<file path="src/rtl/rgb_frame_sender.sv">
`default_nettype none
// ============================================================================
// Module   : rgb_frame_sender
// Purpose  : Buffers host-written RGB pixels in a small FIFO and streams one
//            frame of IMG_W*IMG_H pixels to a downstream filter over a
//            valid/busy handshake. It pulses o_frame_done once per frame.
// Revision : 1.0 - initial release
//
// Parameters
//   FIFO_AW    FIFO address width (depth 2**FIFO_AW pixels, FIFO_AW >= 1)
//   IMG_W      pixels per line
//   IMG_H      lines per frame
//
// Ports
//   i_clk         in   1   clock, all state on rising edge
//   i_rst         in   1   asynchronous active-low reset
//   i_wr_en       in   1   host pixel write strobe
//   i_wr_data     in   24  host pixel {R,G,B}
//   o_wr_full     out  1   FIFO holds 2**FIFO_AW pixels
//   i_start       in   1   frame start pulse (accepted in IDLE only)
//   o_rgb_vld     out  1   output pixel valid
//   o_rgb_data    out  24  output pixel
//   i_rgb_busy    in   1   downstream busy; holds the output pixel
//   o_frame_done  out  1   one-cycle end-of-frame pulse
//   o_wr_ovf      out  1   sticky flag: a write arrived while full
//   o_stall_cnt   out  16  saturating busy-stall cycle count
//                          (present only with RGB_SENDER_STALL_CNT_EN)
//
// Optional feature macro: RGB_SENDER_STALL_CNT_EN
// ============================================================================
module rgb_frame_sender #(
  parameter int FIFO_AW = 2,
  parameter int IMG_W   = 256,
  parameter int IMG_H   = 256
) (
  input  logic        i_clk,
  input  logic        i_rst,
  input  logic        i_wr_en,
  input  logic [23:0] i_wr_data,
  output logic        o_wr_full,
  input  logic        i_start,
  output logic        o_rgb_vld,
  output logic [23:0] o_rgb_data,
  input  logic        i_rgb_busy,
  output logic        o_frame_done,
  output logic        o_wr_ovf
`ifdef RGB_SENDER_STALL_CNT_EN
  ,
  output logic [15:0] o_stall_cnt
`endif
);

  localparam int DEPTH = 1 << FIFO_AW;
  localparam int TOTAL = IMG_W * IMG_H;
  localparam int CNT_W = (TOTAL > 1) ? $clog2(TOTAL) : 1;
  localparam logic [CNT_W-1:0]   LAST_PIX = CNT_W'(TOTAL - 1);
  localparam logic [FIFO_AW:0]   FULL_OCC = (FIFO_AW + 1)'(DEPTH);

  typedef enum logic [1:0] {
    IDLE = 2'd0,
    SEND = 2'd1,
    DONE = 2'd2
  } state_t;

  state_t             state_q, state_d;

  logic [23:0]        mem_q [DEPTH];
  logic [FIFO_AW-1:0] wr_ptr_q, rd_ptr_q;
  logic [FIFO_AW:0]   occ_q;
  logic               ovf_q;

  logic               vld_q;
  logic [23:0]        data_q;

  logic [CNT_W-1:0]   pix_cnt_q, pix_cnt_d;   // completed transfers
  logic [CNT_W-1:0]   ld_cnt_q, ld_cnt_d;     // pixels loaded into output reg
  logic               all_ld_q, all_ld_d;     // whole frame already loaded

  logic               w_full, w_empty, w_push, w_load, w_xfer;

  // --------------------------------------------------------------------------
  // Handshake and FIFO control
  // --------------------------------------------------------------------------
  assign w_full  = (occ_q == FULL_OCC);
  assign w_empty = (occ_q == '0);
  // Fullness comes from registered occupancy only, so a write on the same
  // edge as a pop from a full FIFO is still dropped.
  assign w_push  = i_wr_en & ~w_full;
  assign w_xfer  = vld_q & ~i_rgb_busy;
  // Refill the output register when it is empty or emptying this edge, but
  // never beyond the last pixel of the frame: leftovers stay queued.
  assign w_load  = (state_q == SEND) & ~w_empty & (~vld_q | w_xfer) & ~all_ld_q;

  // --------------------------------------------------------------------------
  // Frame FSM: next state and counters
  // --------------------------------------------------------------------------
  always_comb begin
    state_d      = state_q;
    pix_cnt_d    = pix_cnt_q;
    ld_cnt_d     = ld_cnt_q;
    all_ld_d     = all_ld_q;
    o_frame_done = 1'b0;
    case (state_q)
      IDLE: begin
        if (i_start) begin
          state_d   = SEND;
          pix_cnt_d = '0;
          ld_cnt_d  = '0;
          all_ld_d  = 1'b0;
        end
      end
      SEND: begin
        if (w_load) begin
          ld_cnt_d = ld_cnt_q + 1'b1;
          if (ld_cnt_q == LAST_PIX) begin
            all_ld_d = 1'b1;
          end
        end
        if (w_xfer) begin
          pix_cnt_d = pix_cnt_q + 1'b1;
          if (pix_cnt_q == LAST_PIX) begin
            state_d = DONE;
          end
        end
      end
      DONE: begin
        o_frame_done = 1'b1;
        state_d      = IDLE;
      end
      default: begin
        state_d = IDLE;
      end
    endcase
  end

  always_ff @(posedge i_clk or negedge i_rst) begin
    if (!i_rst) begin
      state_q   <= IDLE;
      pix_cnt_q <= '0;
      ld_cnt_q  <= '0;
      all_ld_q  <= 1'b0;
    end else begin
      state_q   <= state_d;
      pix_cnt_q <= pix_cnt_d;
      ld_cnt_q  <= ld_cnt_d;
      all_ld_q  <= all_ld_d;
    end
  end

  // --------------------------------------------------------------------------
  // FIFO storage (data array needs no reset; pointers/occupancy qualify it)
  // --------------------------------------------------------------------------
  always_ff @(posedge i_clk) begin
    if (w_push) begin
      mem_q[wr_ptr_q] <= i_wr_data;
    end
  end

  always_ff @(posedge i_clk or negedge i_rst) begin
    if (!i_rst) begin
      wr_ptr_q <= '0;
      rd_ptr_q <= '0;
      occ_q    <= '0;
      ovf_q    <= 1'b0;
    end else begin
      if (w_push) begin
        wr_ptr_q <= wr_ptr_q + 1'b1;
      end
      if (w_load) begin
        rd_ptr_q <= rd_ptr_q + 1'b1;
      end
      case ({w_push, w_load})
        2'b10:   occ_q <= occ_q + 1'b1;
        2'b01:   occ_q <= occ_q - 1'b1;
        default: occ_q <= occ_q;
      endcase
      if (i_wr_en && w_full) begin
        ovf_q <= 1'b1;
      end
    end
  end

  // --------------------------------------------------------------------------
  // Output register
  // --------------------------------------------------------------------------
  always_ff @(posedge i_clk or negedge i_rst) begin
    if (!i_rst) begin
      vld_q  <= 1'b0;
      data_q <= '0;
    end else if (w_load) begin
      vld_q  <= 1'b1;
      data_q <= mem_q[rd_ptr_q];
    end else if (w_xfer) begin
      vld_q  <= 1'b0;
    end
  end

  assign o_wr_full  = w_full;
  assign o_wr_ovf   = ovf_q;
  assign o_rgb_vld  = vld_q;
  assign o_rgb_data = data_q;

`ifdef RGB_SENDER_STALL_CNT_EN
  // --------------------------------------------------------------------------
  // Stall counter: cycles a valid pixel is held off by busy, saturating
  // --------------------------------------------------------------------------
  logic [15:0] stall_q;

  always_ff @(posedge i_clk or negedge i_rst) begin
    if (!i_rst) begin
      stall_q <= '0;
    end else if (state_q == IDLE && i_start) begin
      stall_q <= '0;
    end else if (vld_q && i_rgb_busy && stall_q != 16'hFFFF) begin
      stall_q <= stall_q + 1'b1;
    end
  end

  assign o_stall_cnt = stall_q;
`endif

endmodule
`default_nettype wire

</file>
<file path="config.mk">
export PLATFORM = sky130hd
export DESIGN_NAME = rgb_frame_sender
export DESIGN_NICKNAME = d
export VERILOG_FILES = /design/src/rtl/rgb_frame_sender.sv
export SDC_FILE = /design/constraint.sdc
export NUM_CORES = 1
export LEC_CHECK = 0
export CORE_UTILIZATION = 62
export CTS_CLUSTER_SIZE = 12
export DETAILED_ROUTE_END_ITERATION = 16
export HOLD_SLACK_MARGIN = 0.1
export PLACE_DENSITY = 0.94
export RECOVER_POWER = 50
export SYNTH_ARGS = -nofsm -noshare
export SYNTH_HDL_FRONTEND = slang
export SYNTH_SLANG_ARGS = --single-unit
</file>
<file path="constraint.sdc">
create_clock -name i_clk -period 3.61 [get_ports i_clk]
set_input_delay 0.5415 -clock i_clk [delete_from_list [all_inputs] [get_ports i_clk]]
set_output_delay 0.5415 -clock i_clk [all_outputs]
set_load 0.005 [all_outputs]
</file>
Word level (Yosys, flattened, before mapping)
Memories as Yosys holds them, arrays and structs flattened. A register that Yosys moved wholly into a read port is not among the register bits.
Cells that the tools add are included.
Storage, ports and cells
  bits in latches: 0
  memories: 1
  word-level logic and storage cells: 69
  memory bits (read-only): 0
  memory bits (writable): 96
  output and inout bits: 28
  register bits: 44
Cells by class
  multiplexer cells: 19
  $add $sub $neg: 6
  reduce and logical (&&, ||, !) cells: 11
  shift operators: 0
  eq/ne operators: 12
  order comparisons: 0
  bitwise operators: 11
  div/mod/pow operators: 0
  multiply operators: 0
Memory list
  mem_q: words 4, width 24, rd ports 1, clocked after Yosys merged registers in 1, write ports 1, line 67  | logic [23:0] mem_q [DEPTH];
Operators by type and width (count)
  $pmux W16 S2: 2
  $mux W16: 3
  $add A16 B1 Y16 const B: 2
  $eq A16 B16 Y1 const B: 2
  $reduce_and A3 Y1: 3
  $mux W1: 8
  $mux W2: 3
  $ne A2 B2 Y1 const B: 3
  $pmux W3 S2: 1
  $reduce_bool A2 Y1: 3
  $and A1 B1 Y1: 5
  $not A1 Y1: 5
  $add A2 B1 Y2 const B: 2
  $eq A2 B1 Y1 const B: 2
  $eq A2 B2 Y1 const B: 2
  $ne A2 B1 Y1 const B: 2
  $pmux W2 S2: 1
  $reduce_and A4 Y1: 1
  $add A3 B1 Y3 const B: 1
  $eq A3 B3 Y1 const B: 1
  $logic_not A3 Y1: 1
  $sub A3 B1 Y3 const B: 1
  $logic_not A2 Y1: 1
  $pmux W1 S2: 1
  3 further kinds: 3

Depth between registers and ports, before layout
  word-level depth: 7
  mapped depth: 10
  depth with buffers taken out: 10

Worst setup path before layout
No wires, ideal clock.
  path kind: register to register
  from: register state_q[1]
  to: register occ_q[2]
  data required time: 3.531 ns
  clock period less this slack: 2.304 ns
  path buffers: 1
  setup time: 0.079 ns
  stages on the path, launching flop included: 11
  data arrival time: 2.225 ns
  slack: 1.306 ns
  cells stage by stage: dfrtp_1 nor3b_4 nand3_2 inv_1 clkbuf_1 ha_1 inv_1 fa_1 xor2_1 nor2_1 xor2_1
Between the ends
  cells in the longest elaborated chain, start to end: 6
  elaborated cells between the ends (all ways): 8
  classes of those cells: eq/ne: 3; mux: 1; bitwise: 3; reduce/logical: 1
RTL lines
  start, declared: line 65  | state_t state_q, state_d;
  start signal, assigned: line 143  | state_q <= state_d;
  $eq A2 B1 Y1 *: line 92  | assign w_load = (state_q == SEND) & ~w_empty & (~vld_q | w_xfer) & ~all_ld_q;
  $and A1 B1 Y1 * (3 in a row): line 92
  net w_load: line 79  | logic w_full, w_empty, w_push, w_load, w_xfer;
  $eq A2 B1 Y1 or $eq A2 B2 Y1 (tied branches): line 172  | case ({w_push, w_load})
  $pmux W3 S2 or $reduce_bool A2 Y1 (tied branches)
  end signal, assigned: line 173  | 2'b10: occ_q <= occ_q + 1'b1;
  end signal, assigned: line 174  | 2'b01: occ_q <= occ_q - 1'b1;
  end signal, assigned: line 175  | default: occ_q <= occ_q;
  end, declared: line 69  | logic [FIFO_AW:0] occ_q;
Mark *: on every way through the listed nets, which the timed path passes. The rest lies on a longest branch.
A chain may end at the register's enable or synchronous reset.

Worst setup path after layout
  from: register state_q[1]
  to: register pix_cnt_q[6]
Between the ends
  cells in the longest elaborated chain, start to end: 3
  elaborated cells between the ends (all ways): 7
  classes of those cells: eq/ne: 3; mux: 1; reduce/logical: 3
RTL lines
  $eq A2 B1 Y1 or $logic_not A2 Y1 (tied branches): line 103  | case (state_q)
  $ne A2 B2 Y1 (no line) or $reduce_bool A2 Y1 (tied branches)
  $reduce_and A3 Y1 (no line)
  end signal, assigned: line 144  | pix_cnt_q <= pix_cnt_d;
  end, declared: line 75  | logic [CNT_W-1:0] pix_cnt_q, pix_cnt_d;
Parallel ways exist; a longest one is shown, timed or not.

==> results.toml <==
[routing]
first_pass_iters = 5
detail_route.wirelength_um = 14100
ant_nets = 0
wl_per_cell_um = 21.0
viasPerCell = 6.14
drcViolationCount = 0
via_count = 4110
drt-initial-drc-count = 374

[setup_path]
cp_top_family = "simple AND/OR/NAND/NOR gates"
slowest_stage = "nor3b_1"
endpoint_kind = "flop"
start_kind = "flop"
worst-path-buf-inv = 1
critPathArrivalTime_ps = 3180
crit_path_cell_trace = "nor3b_1, clkbuf_1, o2111ai_1, xor2_1, nor2_1"
cp_max_fo = 18
slowest_delay_ps = 1020
worst_ep_required_time_ps = 4000
path_class = "flop to flop"

[pwr]
share_seq_of_total_power_pct = 46.3
ir_worst_vdd_uv = 855
p_clk_share_pct = 27.4
net-switching-power_mw = 2.01
power_density_mw_per_mm2 = 789
intPower_mw = 4.23
p_total_mw = 6.24
p_comb_share_pct = 26.2
leakage_nw = 3.08
switching_share_pct = 32.2

[timing]
grt_setup_unrepaired = "false"
max_slew_margin_pct = -16.5
period_share_pct = 77.4
fin_crit_ps = 2790
fin_skew_ps = 11.4
fin_tns_setup_ps = 0
setup_viol = 0
setup_ws_ps = 815
finalHoldViolations = 0
fmax_mhz = 358
final-max-slew-violation-count = 69
tightest_slew_ps = 1750

[finish]
layoutNonFillerInstCount = 669
final_cell_mix = "nand2_1, edfxtp_1, dfrtp_1"
post-route-cell-area_mm2 = 0.00792
area_growth_pct = 19.0
fillCellCount = 607
nets = 556
drive_gt1_share_pct = 13.3
layout_commonest_cell = "nand2_1"

[synth]
syn_avg_cell_area_um2 = 14.6
synth_seq_area_share_pct = 68.9
ys.warnings.count = 0
yosys-top-cells-area = "edfxtp_1, dfrtp_1, mux4_2"
netlist_area_mm2 = 0.00665
synth_nets = 491
ys_seq_elements = 164
yosys_most_used_dff = "edfxtp_1"
synth_cell_types = 47
async_flop_share_pct = 41.5
syn_inst = 454
synth_edf_count = 96
yosysTopAreaCell = "edfxtp_1"
synth_top_area_share_pct = 43.4

[grt]
grt_max_degree = 69
globalRouteTotalUtil_pct = 27.8
grt_pass1_vias = 4308
grt_pass1_wl_um = 22600
antenna_found_initial = 0
gr-total-overflow = 0

[clocking]
cts_root_buf = "clkbuf_8"
clk_pin_slew_ps = 70
cts_resized = 0
ctsHoldBuffers = 0
cts_max_path_buffers = 2
insertion_delay_ps = 540
numCtsBuffers = 17
postCtsSetupRepairBufs = 0
cts_max_level = 4
cts_tree = "done"
clock-sinks = 164

[floorplanning]
die_height_um = 106
die_w_um = 106
dieArea_mm2 = 0.0111
fp-row-count = 37
io_pins = 57
start_util_pct = 64.1
core_area_mm2 = 0.0104

[placed_design]
place_congestion = 0.759
hpwl_um = 8300
place_ws_ps = 942
port_buffers = 56
dp.cells = 636
placed_area_mm2 = 0.00736

[run]
maxCapViolations = 1

[status]
violations = "max-capacitance violations, max-slew violations"
status = "finished with violations"

[min_path]
hold_class = "flop to flop"
==> worst reg2reg max path: stages (launching register included) <==
cell and delay, ps:
dfrtp_1 470, nor3b_1 1020, clkbuf_1 680, o2111ai_1 240, xor2_1 180, nor2_1 60
==> sequential cells by signal, summed over array words and instances, names as in the netlist, 2 cells and up <==
register and flops:
mem_q 96, o_rgb_data 24, ld_cnt_q 16, pix_cnt_q 16, occ_q 3, rd_ptr_q 2
state_q 2, wr_ptr_q 2
==> worst paths after layout <==
kind	startpoint	end	slack, ps	depth (start not counted)
max	state_q[1]	pix_cnt_q[6]	820	5
min	o_wr_ovf	o_wr_ovf	460	1
max reg2reg	state_q[1]	pix_cnt_q[6]	820	5
min reg2reg	o_wr_ovf	o_wr_ovf	460	1
max in group asynchronous	i_rst	rd_ptr_q[0]	1900	2
min in group asynchronous	i_rst	pix_cnt_q[13]	540	2
==> synthesized netlist by cell type (2+ instances only) <==
master,n
nand2_1,97
edfxtp_1,96
dfrtp_1,68
mux4_2,24
nor2_1,14
clkbuf_1,10
a21oi_1,9
inv_1,9
mux2i_1,9
xor2_1,9
nand4_1,8
ha_1,7
nor4_1,7
o21ai_0,7
and3_1,6
nand3_1,6
or4_1,6
and2_1,5
and4_1,5
buf_2,5
o31ai_1,5
or3_1,5
xnor2_1,4
a21o_1,3
buf_1,2
mux2_2,2
nand4b_1,2
nor3_1,2
nor3b_4,2
o211ai_1,2
o22ai_1,2
==> power groups by stage <==
| stage | clock network (mW) | logic, mW | registers [mW] |
|---|---|---|---|
| after detailed placement | 0 | 1.62 | 2.91 |
| after floorplan | 0 | 1.08 | 2.71 |
| after global placement | 0 | 1.53 | 2.87 |
| after CTS | 1.73 | 1.66 | 2.90 |
| final | 1.71 | 1.64 | 2.89 |
| after global routing | 1.80 | 1.78 | 2.95 |
==> through the flow <==
| step | hold WS [ps] | util, % |
|---|---|---|
| 6_report | 460 | 76.3 |
| 5_1_grt | 488 | 76.3 |
| 4_1_cts | 248 | 76.5 |
| 3_5_place_dp | 451 | 71.0 |
| 3_3_place_gp | 448 | 71.0 |
| 2_1_floorplan | 246 | - |
==> cell type report <==
class	count	area, µm²	area share (%)
Antenna cell	1	2.50	0.0316
Tap cell	136	170	2.15
Inverter	9	33.8	0.427
Timing Repair Buffer	64	609	7.70
Sequential cell	164	4590	57.9
Clock buffer	17	414	5.23
Clock inverter	15	163	2.06
Multi-Input combinational cell	263	1940	24.5
==> metal layers <==
metal / share of wire (%) / vias up / global-route usage, %
li1: - / 1818 / -
met4: 2.7 / 0 / 12.1
met2: 55 / 157 / 49.7
met5: 0 / - / 0
met3: 4.9 / 32 / 5.69
met1: 37 / 2103 / 32.6
==> cell families after synthesis <==
logic type	synth area share, %
fa+ha+maj	1.62
mux	9.82
compound gates	3.37
flops	68.9
simple gates	12.9
buf+inv	1.67
xor+xnor	1.71
No activity file was read; power rests on OpenSTA's default activity.
